`src/rtl/adder_operand_loader.sv`:
```
// adder_operand_loader: assembles two ADDER_WIDTH-bit operands from a
// least-significant-word-first stream, issues them as registered a/b with a
// one-cycle op_valid strobe, and tracks the 2-edge adder latency in sum_valid.
module adder_operand_loader #(
  parameter int unsigned ADDER_WIDTH = 138,
  parameter int unsigned WORD_WIDTH  = 32
) (
  input  logic                   clk,
  input  logic                   reset,
  input  logic [WORD_WIDTH-1:0]  in_data,
  input  logic                   in_valid,
  output logic                   in_ready,
  input  logic                   abort,
  output logic [ADDER_WIDTH-1:0] a,
  output logic [ADDER_WIDTH-1:0] b,
  output logic                   op_valid,
  output logic                   sum_valid,
  output logic [15:0]            pair_count
);

  localparam int unsigned WORDS   = (ADDER_WIDTH + WORD_WIDTH - 1) / WORD_WIDTH;
  localparam int unsigned IDX_W   = (WORDS > 1) ? $clog2(WORDS) : 1;
  localparam int unsigned PAD_W   = WORDS * WORD_WIDTH;
  localparam int unsigned CNT_W   = 16;
  localparam logic [IDX_W-1:0] LAST_IDX = IDX_W'(WORDS - 1);

  typedef enum logic {
    LOAD_A = 1'b0,
    LOAD_B = 1'b1
  } state_e;

  state_e                 state_q, state_d;
  logic [IDX_W-1:0]       idx_q, idx_d;
  logic [ADDER_WIDTH-1:0] sha_q, sha_d;
  logic [ADDER_WIDTH-1:0] shb_q, shb_d;
  logic [ADDER_WIDTH-1:0] a_q, a_d;
  logic [ADDER_WIDTH-1:0] b_q, b_d;
  logic                   op_valid_q, op_valid_d;
  logic                   v1_q, v1_d;
  logic                   sum_valid_q, sum_valid_d;
  logic [CNT_W-1:0]       cnt_q, cnt_d;
  logic                   accept;
  logic                   last_word;

  // Write one word into its slice of a shadow operand; bits past ADDER_WIDTH fall off.
  function automatic logic [ADDER_WIDTH-1:0] merge_word(
    input logic [ADDER_WIDTH-1:0] shadow,
    input logic [IDX_W-1:0]       idx,
    input logic [WORD_WIDTH-1:0]  word
  );
    logic [PAD_W-1:0] pad;
    int unsigned      base;
    pad  = PAD_W'(shadow);
    base = 32'(idx) * WORD_WIDTH;
    pad[base +: WORD_WIDTH] = word;
    return ADDER_WIDTH'(pad);
  endfunction

  // Ready whenever not in reset and not discarding; no gaps between pairs.
  assign in_ready  = ~reset & ~abort;
  assign accept    = in_valid & in_ready;
  assign last_word = (idx_q == LAST_IDX);

  // State register and all datapath registers.
  always_ff @(posedge clk or posedge reset) begin
    if (reset) begin
      state_q     <= LOAD_A;
      idx_q       <= '0;
      sha_q       <= '0;
      shb_q       <= '0;
      a_q         <= '0;
      b_q         <= '0;
      op_valid_q  <= 1'b0;
      v1_q        <= 1'b0;
      sum_valid_q <= 1'b0;
      cnt_q       <= '0;
    end else begin
      state_q     <= state_d;
      idx_q       <= idx_d;
      sha_q       <= sha_d;
      shb_q       <= shb_d;
      a_q         <= a_d;
      b_q         <= b_d;
      op_valid_q  <= op_valid_d;
      v1_q        <= v1_d;
      sum_valid_q <= sum_valid_d;
      cnt_q       <= cnt_d;
    end
  end

  // Next-state: load slices, issue on the final B word, abort resets the load position.
  always_comb begin
    state_d     = state_q;
    idx_d       = idx_q;
    sha_d       = sha_q;
    shb_d       = shb_q;
    a_d         = a_q;
    b_d         = b_q;
    op_valid_d  = 1'b0;
    cnt_d       = cnt_q;
    v1_d        = op_valid_q;
    sum_valid_d = v1_q;

    if (abort) begin
      state_d = LOAD_A;
      idx_d   = '0;
    end else if (accept) begin
      unique case (state_q)
        LOAD_A: begin
          sha_d = merge_word(sha_q, idx_q, in_data);
          if (last_word) begin
            idx_d   = '0;
            state_d = LOAD_B;
          end else begin
            idx_d = idx_q + IDX_W'(1);
          end
        end
        LOAD_B: begin
          shb_d = merge_word(shb_q, idx_q, in_data);
          if (last_word) begin
            a_d        = sha_q;
            b_d        = merge_word(shb_q, idx_q, in_data);
            op_valid_d = 1'b1;
            cnt_d      = cnt_q + CNT_W'(1);
            idx_d      = '0;
            state_d    = LOAD_A;
          end else begin
            idx_d = idx_q + IDX_W'(1);
          end
        end
        default: begin
          state_d = LOAD_A;
          idx_d   = '0;
        end
      endcase
    end
  end

  assign a          = a_q;
  assign b          = b_q;
  assign op_valid   = op_valid_q;
  assign sum_valid  = sum_valid_q;
  assign pair_count = cnt_q;

endmodule

```
`config.mk`:
```
export PLATFORM = sky130hd
export DESIGN_NAME = adder_operand_loader
export DESIGN_NICKNAME = d
export VERILOG_FILES = /design/src/rtl/adder_operand_loader.sv
export SDC_FILE = /design/constraint.sdc
export NUM_CORES = 1
export LEC_CHECK = 0
export BUFFER_PORTS_ARGS = -buffer_cell sky130_fd_sc_hd__clkbuf_2
export CORE_MARGIN = 5
export CORE_UTILIZATION = 30
export CTS_CLUSTER_SIZE = 16
export DETAILED_ROUTE_END_ITERATION = 12
export GPL_TIMING_DRIVEN = 0
export MAX_ROUTING_LAYER = met4
export SYNTH_ARGS = -nofsm -noshare
export SYNTH_HDL_FRONTEND = slang
export SYNTH_SLANG_ARGS = --single-unit
```
`constraint.sdc`:
```
create_clock -name clk -period 35.4 [get_ports clk]
set_input_delay 3.54 -clock clk [delete_from_list [all_inputs] [get_ports clk]]
set_output_delay 3.54 -clock clk [all_outputs]
set_load 0.005 [all_outputs]
```
==> qor.log <==
[critical_path] category of the worst setup path launch point primary input
[logic_synthesis] simple-gate portion of the synthesized area 18.6%
[clock_network] clock edge transition at the registers on the reported setup and hold paths 0.06 ns
[clock_network] clk sink count 575
[logic_synthesis] Post-Synthesis Cells 2,313
[run] max-cap check violation count 0
[drt] initial drt markers 1,563
[clock_network] Post CTS Setup Buffer Count 0
[critical_path] launch instance of the worst register-to-register path idx_q[0]
[sta] setup TNS after final layout 0 ns
[critical_path] cell family contributing the most delay on the critical path buffers and inverters
[finish] relative area change from synthesis to final layout 23.2%
[critical_path] WP data arrival 4.10 ns
[logic_synthesis] multiplexer share of the synthesized area 3.46%
[sta] number of hold violations in the final report 0
[grt] pin count of the biggest net entering global routing 120
[floorplanning] die extent in x 287 um
[power_and_ir_drop] total power after layout 0.00147 W
[grt] vias in the first global route 18,400
[clock_network] root buffer selected by CTS clkbuf_16
[logic_synthesis] top cell type's share of synthesized area 62.4%
[critical_path] highest cell delay on the worst timing path 0.22 ns
[sta] Slew @ Worst Pin 1.40 ns
[clock_network] number of buffers on the longest clock path 3
[sta] RSZ-0062 raised after global routing no
[power_and_ir_drop] maximum VDD drop 26.8 uV
[finish] fraction of layout cells with a size suffix above 1 19.7%
[drt] Vias 18,600
[sta] period utilisation layout 21.6%
[hold_path] number of stages on the worst hold path 0
[logic_synthesis] area of the mapped netlist 0.0231 mm^2
[floorplanning] initial standard-cell utilization of the core 30.3%
[clock_network] count of hold buffers inserted by post-cts repair 0
[critical_path] worst setup path category primary input to output pin
[floorplanning] Die Y-Extent 287 um
[grt] wire length of the first global-routing pass 127,000 um
[power_and_ir_drop] power density of the placed cells 51.9 mW/mm^2
[outcome] outcome finished clean
[floorplanning] die outline area 0.0825 mm^2
[power_and_ir_drop] leakage power 14.2 nW
[logic_synthesis] total nets after synthesis 2,356
[hold_path] worst hold-check path type flip-flop to flip-flop
[clock_network] number of instances resized during post-cts repair 0
[grt] aggregate global routing overflow 0
[logic_synthesis] async set-or-reset flop fraction in the synthesized netlist 100%
[grt] overall track demand over capacity in global routing 21.4%
[logic_synthesis] share of synthesized area occupied by flip-flops and latches 62.4%
[grt] antenna violations before repair 8
[clock_network] CTS Buf Count 68
[critical_path] worst flop-to-flop path endpoint sha_q[85]
[hold_path] Hold Path Origin sum_valid_d
[sta] count of endpoints failing setup in the final report 0
[logic_synthesis] compound-cell area share of the yosys netlist 10.7%
[logic_synthesis] main area contributors after synthesis dfrtp_1 (62%), nand2_1 (12%), o21ai_0 (3.3%)
[critical_path] worst path bufs/invs 2
[logic_synthesis] dominant synthesized flop cell dfrtp_1
[sta] maximum clock skew at final layout 0.0248 ns
[clock_network] clock tree from TritonCTS yes
[critical_path] slowest cell on the critical path clkbuf_2
[finish] fillers 7,799
[placement] count of buffers from port buffering 309
[critical_path] biggest fanout along the worst timing path 5
[floorplanning] Core Footprint 0.0761 mm^2
[finish] storage element area 0.0144 mm^2
[critical_path] critical path endpoint category output pin
[placement] hpwl dp 62,000 um
[clock_network] worst skew pair latency 0.59 ns
[clock_network] CTS H-tree lvls 3
[logic_synthesis] total of flip-flops plus latches after synthesis 575
[drt] post-DR vias/cell 4.92
[logic_synthesis] syn avg cell area 9.97 um^2
[logic_synthesis] post-synthesis share of cell area spent on xor and xnor gates 0.570%
[logic_synthesis] combinational family with the most area after synthesis simple AND/OR/NAND/NOR gates
[drt] average routed wire per standard cell 23.0 um
[logic_synthesis] Synth cell types 50
[floorplanning] count of standard-cell rows 101
[sta] Fmax achieved 131 MHz
[drt] DRT antenna net count 0
[logic_synthesis] Synth area leader dfrtp_1
[sta] Max Transition Viols Final 0
[critical_path] cell occurring most often along the worst timing path clkbuf_2
[critical_path] minimum setup slack among reg-to-reg paths 31.31 ns
[sta] final critical-path required period 7.64 ns
[drt] Routed WL 87,000 um
[finish] combined area of the multi-input logic cells 0.00777 mm^2
[critical_path] required time worst endpoint 31.86 ns
[logic_synthesis] number of synthesized flops with an enable pin 0
[drt] post-detailed-route DRC marker count 0
[drt] TritonRoute pass-1 iters 5
[logic_synthesis] adder and majority gate portion of the synthesized area 0.380%
[floorplanning] I/O pins 331
[critical_path] critical path cell sequence clkbuf_2 > nor2_1 > clkbuf_2
[hold_path] hold worst-path end sum_valid
[sta] slew margin rel. 6.66%
[logic_synthesis] yosys warns 0
[finish] Layout Nets 2,742
[critical_path] count of cells along the worst register-to-register path 10
[placement] final weighted congestion in routability-driven placement 0.837
-- logic make-up after synthesis --
group | count (synthesis)
buffers and inverters | 210
adder cells (fa/ha/maj) | 7
AO/OA/AOI/OAI | 412
XOR/XNOR | 15
multiplexers | 71
AND/OR/NAND/NOR | 1023
flip-flops | 575
-- metrics by stage --
stage / utilization, % / worst slack (ns) / hold slack, ns / instances / area (um^2)
after floorplan: - / 15.76 / 0.331 / 2313 / 23100
after global placement: 34.0 / 8.57 / 0.339 / 3652 / 25900
after detailed placement: 34.3 / 27.78 / 0.338 / 3659 / 26100
after CTS: 37.3 / 27.78 / 0.352 / 3781 / 28400
after global routing: 37.3 / 27.74 / 0.351 / 3781 / 28400
final: 37.4 / 27.76 / 0.348 / 3783 / 28400
-- worst max path at each step --
stage / start / endpoint / slack (ns) / cells past startpoint
floorplan: reset / a[0] / 15.76 / 1
global placement: reset / sha_q[6] / 8.57 / 2
detailed placement: reset / in_ready / 27.78 / 3
CTS: reset / in_ready / 27.78 / 3
global route: reset / in_ready / 27.74 / 3
finish: reset / in_ready / 27.76 / 3
-- cells in the mapped netlist, types with 7 or more instances --
cell,number
a21oi_1,85
ha_1,7
xnor2_1,12
a31oi_1,67
and3_1,26
nor2_1,124
nand3b_1,18
a22o_1,48
mux2_1,43
a221o_1,24
buf_2,74
nand2_1,735
clkbuf_1,104
o21ai_0,154
nand4_1,13
nand3_1,74
mux2_2,27
dfrtp_1,575
inv_1,22
o21ai_1,28
-- sequential cells by signal, summed over array words and instances, names as in the netlist --
register     cells
a              138
b              138
sha_q          138
shb_q          138
pair_count      16
idx_q            3
op_valid         1
state_q          1
sum_valid        1
sum_valid_d      1
-- cells in the final DEF (no fill, tap or decap), types with 4 or more instances in the layout --
cell	count
and2_1	4
xnor2_1	12
a21oi_1	85
a221o_1	24
a31oi_1	67
clkbuf_16	71
nand3b_1	18
buf_2	74
a22o_1	48
nor2_1	124
dfrtp_1	575
and3_1	26
mux2_2	27
inv_1	21
clkbuf_1	120
clkinv_2	13
mux2_1	43
o21ai_1	28
buf_4	6
nand3_1	74
bufinv_16	8
o21ai_0	154
buf_16	6
clkbuf_8	12
buf_1	4
nor4_1	4
nand4_1	13
nand2_1	735
ha_1	7
clkbuf_2	309
-- power breakdown --
part           internal, W  total [W]  switching (W)
registers         0.000670   0.000678     0.00000760
clock network     0.000451   0.000735       0.000284
logic            0.0000165  0.0000621      0.0000455
-- metal layers --
layer / part of all wire, % / track usage, % / vias up
met5: 0 / - / -
met4: 2.5 / 5.79 / 0
met3: 7.2 / 5.21 / 116
met2: 47 / 33.4 / 576
met1: 43 / 28.0 / 9406
li1: - / - / 8507
-- layout make-up --
cell class | instances | share of cell area (%)
Antenna cell | 2 | 0.0176
Inverter | 22 | 0.317
Timing Repair Buffer | 316 | 6.08
Clock buffer | 99 | 7.04
Tap cell | 1030 | 4.53
Buffer | 188 | 2.89
Multi-Input combinational cell | 1528 | 27.4
Clock inverter | 23 | 1.13
Sequential cell | 575 | 50.6
-- worst reg2reg max path, delay by kind of cell, from the launching register on --
family	cells	cell delay, ns
buf+inv	4	1.48
simple gates	2	1.02
fa+ha+maj	2	0.73
flops	1	0.45
compound gates	2	0.32
Power figures use the tool's default switching activity.
